[src/rtl/alu_issue_ctrl.sv]
// alu_issue_ctrl: issue/writeback sequencer for the SM83 8-bit accumulator ALU group, owning A and F.
// Define ALU_ISSUE_IMM_EN to support the 11ooo110 immediate forms; otherwise they retire as illegal.
module alu_issue_ctrl #(
  parameter logic [7:0] A_RESET = 8'h01,
  parameter logic [7:0] F_RESET = 8'hB0
) (
  input  logic       clk,
  input  logic       rst,
  input  logic       instr_valid,
  input  logic [7:0] instr_byte,
  output logic       instr_ready,
  output logic [2:0] reg_sel,
  input  logic [7:0] reg_rdata,
  output logic       mem_req,
  input  logic       mem_ack,
  input  logic [7:0] mem_rdata,
  output logic [7:0] alu_a,
  output logic [7:0] alu_b,
  output logic [3:0] alu_op,
  output logic       alu_cin,
  input  logic [7:0] alu_res,
  input  logic [7:0] alu_flags,
  output logic [7:0] reg_a,
  output logic [7:0] reg_f,
  output logic       done,
  output logic       illegal
);
  localparam logic [1:0] IDLE = 2'd0, IMM = 2'd1, MEM = 2'd2, EXEC = 2'd3;
  logic [1:0] state_q, state_d;
  logic [7:0] op_q, op_d, opb_q, opb_d, a_q, a_d, f_q, f_d, alu_a_q, alu_b_q;
  logic [3:0] alu_op_q, op_map;
  logic       done_q, done_d, illegal_q, illegal_d, exec, is_imm, unused_flags;
  assign exec = state_q == EXEC;
  assign unused_flags = ^alu_flags[3:0];
`ifdef ALU_ISSUE_IMM_EN
  assign is_imm = instr_byte[7:6] == 2'b11 && instr_byte[2:0] == 3'd6;
`else
  assign is_imm = 1'b0;
`endif
  always_comb begin
    case (op_q[5:3])
      3'd4:    op_map = 4'd5;
      3'd5:    op_map = 4'd7;
      3'd7:    op_map = 4'd4;
      default: op_map = {1'b0, op_q[5:3]};
    endcase
  end
  // Only the register form reaches EXEC with rrr != 6; (HL) and immediate use the latched byte.
  assign alu_a       = exec ? a_q : alu_a_q;
  assign alu_b       = exec ? (op_q[2:0] != 3'd6 ? reg_rdata : opb_q) : alu_b_q;
  assign alu_op      = exec ? op_map : alu_op_q;
  assign alu_cin     = f_q[4];
  assign instr_ready = state_q == IDLE || state_q == IMM;
  assign mem_req     = state_q == MEM;
  assign reg_sel     = op_q[2:0];
  assign reg_a       = a_q;
  assign reg_f       = f_q;
  assign done        = done_q;
  assign illegal     = illegal_q;
  always_comb begin
    state_d   = state_q;
    op_d      = op_q;
    opb_d     = opb_q;
    a_d       = a_q;
    f_d       = f_q;
    done_d    = 1'b0;
    illegal_d = 1'b0;
    case (state_q)
      IDLE: if (instr_valid) begin
        op_d      = instr_byte;
        state_d   = instr_byte[7:6] == 2'b10 ? (instr_byte[2:0] == 3'd6 ? MEM : EXEC) : is_imm ? IMM : IDLE;
        illegal_d = instr_byte[7:6] != 2'b10 && !is_imm;
      end
      IMM: if (instr_valid) begin
        opb_d   = instr_byte;
        state_d = EXEC;
      end
      MEM: if (mem_ack) begin
        opb_d   = mem_rdata;
        state_d = EXEC;
      end
      default: begin
        a_d     = op_q[5:3] == 3'd7 ? a_q : alu_res;
        f_d     = {alu_flags[7:4], 4'b0};
        done_d  = 1'b1;
        state_d = IDLE;
      end
    endcase
  end
  always_ff @(posedge clk or posedge rst) begin
    if (rst) begin
      state_q   <= IDLE;
      op_q      <= 8'h00;
      opb_q     <= 8'h00;
      a_q       <= A_RESET;
      f_q       <= {F_RESET[7:4], 4'b0};
      done_q    <= 1'b0;
      illegal_q <= 1'b0;
      alu_a_q   <= 8'h00;
      alu_b_q   <= 8'h00;
      alu_op_q  <= 4'd0;
    end else begin
      state_q   <= state_d;
      op_q      <= op_d;
      opb_q     <= opb_d;
      a_q       <= a_d;
      f_q       <= f_d;
      done_q    <= done_d;
      illegal_q <= illegal_d;
      if (exec) begin
        alu_a_q  <= alu_a;
        alu_b_q  <= alu_b;
        alu_op_q <= alu_op;
      end
    end
  end
endmodule

[config.mk]
export PLATFORM = sky130hd
export DESIGN_NAME = alu_issue_ctrl
export DESIGN_NICKNAME = d
export VERILOG_FILES = /design/src/rtl/alu_issue_ctrl.sv
export SDC_FILE = /design/constraint.sdc
export NUM_CORES = 1
export LEC_CHECK = 0
export BUFFER_PORTS_ARGS = -buffer_cell sky130_fd_sc_hd__clkbuf_2
export CAP_MARGIN = 20
export CORE_MARGIN = 1
export CORE_UTILIZATION = 35
export DETAILED_ROUTE_END_ITERATION = 7
export MAX_ROUTING_LAYER = met4
export SKIP_LAST_GASP = 1
export SYNTH_ARGS = -nofsm -noshare
export SYNTH_HDL_FRONTEND = slang
export SYNTH_SLANG_ARGS = --single-unit
[constraint.sdc]
create_clock -name clk -period 2.5 [get_ports clk]
set_input_delay 0.625 -clock clk [delete_from_list [all_inputs] [get_ports clk]]
set_output_delay 0.625 -clock clk [all_outputs]
set_load 0.01 [all_outputs]
# Word level (Yosys, flattened, before mapping)
# Cells that the tools add are included.
dict set report word_totals {
  reg_bits 50
  out_inout_bits 44
}
dict set report classes {
  n_eq_ne 13
  n_mux 17
  n_bitwise 2
  reduce_logical 8
}
# operator n
set ops {}
lappend ops {{$mux 8} 5}
lappend ops {{$pmux 8 s2} 1}
lappend ops {{$eq 3x3->1 const B} 4}
lappend ops {{$pmux 3 s3} 1}
lappend ops {{$mux 2} 4}
lappend ops {{$eq 2x2->1 const B} 3}
lappend ops {{$ne 2x2->1 const B} 3}
lappend ops {{$pmux 2 s3} 1}
lappend ops {{$reduce_and 3->1} 2}
lappend ops {{$mux 1} 4}
lappend ops {{$mux 4} 1}
lappend ops {{$reduce_and 2->1} 2}
lappend ops {{$ne 3x3->1 const B} 1}
lappend ops {{$reduce_or 3->1} 1}
lappend ops {{$eq 2x1->1 const B} 1}
lappend ops {{$logic_not 2->1} 1}
lappend ops {{$ne 2x1->1 const B} 1}
lappend ops {{$not 1->1} 2}
lappend ops {{$reduce_bool 2->1} 1}
lappend ops {{$logic_or 1x1->1} 1}

# Longest topological paths before layout
dict set report depth {
  ltp_word 5
  depth_mapped 6
}

# Worst setup path before layout
# Ideal clock, no wire load.
dict set report synth_path {
  kind {reg-to-output}
  start {reg state_q[0]}
  end {out alu_b[0]}
  arrival_ns 1.214
  required_time_ns 1.875
  setup_slack_ns 0.661
  stages_incl_launch_ff 5
  n_path_buf 2
  cell_sequence {dfrtp_1 > ha_1 > clkbuf_1 > buf_2 > a21oi_1}
}
dict set report synth_via {
  elab_chain_len 2
}
# element line
set synth_rtl {}
lappend synth_rtl {{start, declared} 29} ;# logic [1:0] state_q, state_d;
lappend synth_rtl {{start signal, assigned} 103} ;# state_q <= state_d;
lappend synth_rtl {{$eq 2x2->1} 33} ;# assign exec = state_q == EXEC;
lappend synth_rtl {{$mux 8} 50} ;# assign alu_b = exec ? (op_q[2:0] != 3'd6 ? reg_rdata : opb_q) : alu_b_q;
lappend synth_rtl {{end, declared} 18} ;# output logic [7:0] alu_b,
# Every way passes these cells.

# Worst setup path in the final report
dict set report layout_path {
  start {reg state_q[1]}
  end {out alu_a[7]}
}
dict set report layout_via {
  elab_chain_len 2
}
# element line
set layout_rtl {}
lappend layout_rtl {{$eq 2x2->1} 33}
lappend layout_rtl {{$mux 8} 49} ;# assign alu_a = exec ? a_q : alu_a_q;
lappend layout_rtl {{end, declared} 17} ;# output logic [7:0] alu_a,
# Every way passes these cells.

==> metrics.md <==
| Metric | Value |
|---|---|
| Run status | `complete, no violations` |
| P_int | `2.63 mW` |
| First-pass GRT wire length | `7930 µm` |
| Vias in the first global route | `1670` |
| Clock H-tree levels | `2` |
| Core area | `0.00649 mm²` |
| # port buffers | `79` |
| Mean Syn Cell Area | `12.7 µm²` |
| CP max stage delay | `0.44 ns` |
| F_max | `431 MHz` |
| YS warnings | `0` |
| P_sw | `1.47 mW` |
| Total number of vias | `1634` |
| Placer Congestion | `0.696` |
| ANT cells | `0` |
| I/O Pins | `88` |
| Layout area overhead | `23.5%` |
| Initial antenna violation count | `0` |
| Post-CTS setup buffers | `0` |
| FP Rows | `29` |
| Fraction of layout cells with a size suffix above 1 | `0.569` |
| Die Y | `85.2 µm` |
| RSZ-0062 raised after global routing | `false` |
| Ys async rst share | `1.00` |
| Ys flop type | `dfrtp_1` |
| Worst Path Required | `1.88 ns` |
| Slowest-stage cell, CP | `dfrtp_1` |
| WL per Instance | `13.7 µm` |
| Synth unique cells | `26` |
| CTS Hold Bufs | `0` |
| Post-cts gate resize count | `0` |
| Initial Utilization | `0.373` |
| Clock-pin slew on the worst setup and hold paths | `0.09 ns` |
| Die ar. | `0.00725 mm²` |
| Reg-to-Reg End | `opb_q[0]` |
| Crit path kind | `flip-flop to primary output` |
| Antenna viol nets, final | `0` |
| Final cell count without fillers | `344` |
| Yosys reg bits | `50` |
| Pin count of the biggest net entering global routing | `50` |
| Reg2reg start | `state_q[0]` |
| Sequential Power Share | `0.362` |
| Static leakage | `1.47 nW` |
| Fin. Hold Viols | `0` |
| Reg-to-reg slack, setup | `0.57 ns` |
| DRT Pass-1 Iters | `4` |
| Post-Syn Instances | `190` |
| Post-DP HPWL | `3550 µm` |
| Critical Path AT | `1.70 ns` |
| Combinational share of power | `0.497` |
| Post-route setup TNS | `0 ns` |
| Number of synthesized flops with an enable pin | `0` |
| Post-place instance area | `0.00288 mm²` |
| Root buffer cell | `clkbuf_8` |
| Vias/cell | `4.75` |
| CTS tree | `built` |
| VDD IR max | `0.652 mV` |
| Final global-route overflow total | `0` |
| Total power | `4.11 mW` |
| # nets final | `316` |
| Sw Share | `0.359` |
| Skew-Pair Late Insertion Delay | `0.29 ns` |
| # Max-Cap Violations | `0` |
| Chip width | `85.2 µm` |
| Reg2reg path depth | `5` |
| Fin crit period | `2.32 ns` |
| Fillers | `636` |
| Clk buf depth | `2` |
| Tot GR Track Use | `0.144` |
| Final clock skew | `0.00389 ns` |
| Crit Path Max Fanout | `49` |
| Seq/Total Area, Yosys | `0.519` |
| CP endpoint kind | `primary output` |
| Final setup viols | `0` |
| DRC viols | `0` |
| CTS buffer count | `5` |
| Placed insts | `337` |
| Pwr per Cell Area | `1370 mW/mm²` |
| Total Wirelength | `4730 µm` |
| Worst Hold Margin | `0.263 ns` |
| CP Launch Type | `flip-flop` |
| Max Slew Vio Count | `0` |
| Clock sinks | `50` |
| Tcrit/Tclk final | `0.929` |
| Final Cell Area | `0.00299 mm²` |
| Initial DRC count | `14` |
| Crit path cell chain | `ha_2 -> buf_12 -> mux2_2 -> clkbuf_2` |
| Worst hold path type | `input port to asynchronous set/reset pin` |
| Clk pwr share | `0.141` |
| Syn Std Cell Area | `0.00242 mm²` |
==> cell families after synthesis <==
group                      Yosys count  synth area share
muxes                               64             0.294
other                                1           0.00155
and+or+nand+nor                     21            0.0429
buffers and inverters               23            0.0537
DFF                                 50             0.519
xor gates and xnor gates             1           0.00362
AOI/OAI and AO/OA                   25            0.0594
adders and majority gates            5            0.0258
==> metal layers <==
| metal | track usage | wire (µm) | up-vias |
|---|---|---|---|
| li1 | - | - | 796 |
| met1 | 0.187 | 2170 | 772 |
| met2 | 0.224 | 2170 | 64 |
| met3 | 0.0399 | 376 | 2 |
| met4 | 0.0324 | 18 | 0 |
| met5 | - | 0 | - |
==> worst max-delay path by stage <==
stage	startpoint	end	slack (ns)	cells after the start
finish	state_q[1]	alu_a[7]	0.18	4
global route	state_q[1]	alu_a[6]	0.07	4
CTS	state_q[1]	alu_a[6]	0.17	4
detailed placement	state_q[1]	alu_a[6]	0.51	4
global placement	state_q[1]	alu_op[2]	0.52	4
floorplan	state_q[0]	alu_b[0]	0.66	4
==> synth_stat cells (2+ instances only) <==
master	count	area [µm²]
buf_2	5	25.0
dfrtp_1	46	1150
nand3b_1	2	15.0
mux2_2	53	597
inv_1	7	26.3
nor2_1	10	37.5
nor2b_1	2	12.5
dfstp_2	4	105
a21oi_1	21	105
ha_1	5	62.6
clkbuf_1	2	7.51
mux2i_1	10	100
buf_4	8	60.1
nand2_1	3	11.3
==> placed cells by master, fill, tap and decap left out, types with 2 or more instances in the layout <==
cell	instances
nand3b_1	2
clkbuf_2	79
inv_1	6
nor2_1	10
buf_12	2
dfrtp_1	46
dfstp_2	4
ha_1	4
conb_1	4
nand2_1	3
buf_4	2
mux2i_1	10
mux2_2	53
a21oi_1	21
nor2b_1	2
clkbuf_8	6
==> layout make-up <==
cell class | instances | area [µm²] | share of cell area
Tap cell | 77 | 96.3 | 0.0322
Sequential cell | 50 | 1260 | 0.420
Clock inverter | 1 | 30.0 | 0.0100
Inverter | 7 | 26.3 | 0.00879
Timing Repair Buffer | 83 | 450 | 0.151
Multi-Input combinational cell | 120 | 1050 | 0.351
Clock buffer | 6 | 82.6 | 0.0276
==> critical path, delay by kind of cell (launching register included) <==
kind / cells / cell delay [ns]
adders and majority gates: 1 / 0.23
buffers and inverters: 2 / 0.35
muxes: 1 / 0.36
DFF: 1 / 0.44
==> registers in the layout, summed over array words and instances (netlist names) <==
register  cells
illegal       1
reg_f         4
reg_a         8
alu_a_q       8
op_q          6
state_q       2
alu_b_q       8
alu_op_q      4
done          1
opb_q         8
==> stage by stage <==
stage	setup WS (ns)	utilization
after floorplan	0.661	-
after global placement	0.517	0.443
after detailed placement	0.511	0.443
after CTS	0.166	0.460
after global routing	0.0678	0.460
final	0.177	0.460
==> power groups by stage <==
stage               Combinational (mW)  Sequential [mW]  Clock (mW)
floorplan                         1.46             1.49           0
global placement                  2.05             1.49           0
detailed placement                2.07             1.50           0
CTS                               2.08             1.49       0.602
global route                      2.26             1.54       0.636
finish                            2.04             1.49       0.578
Note: power is estimated with default switching activity, not from simulation.
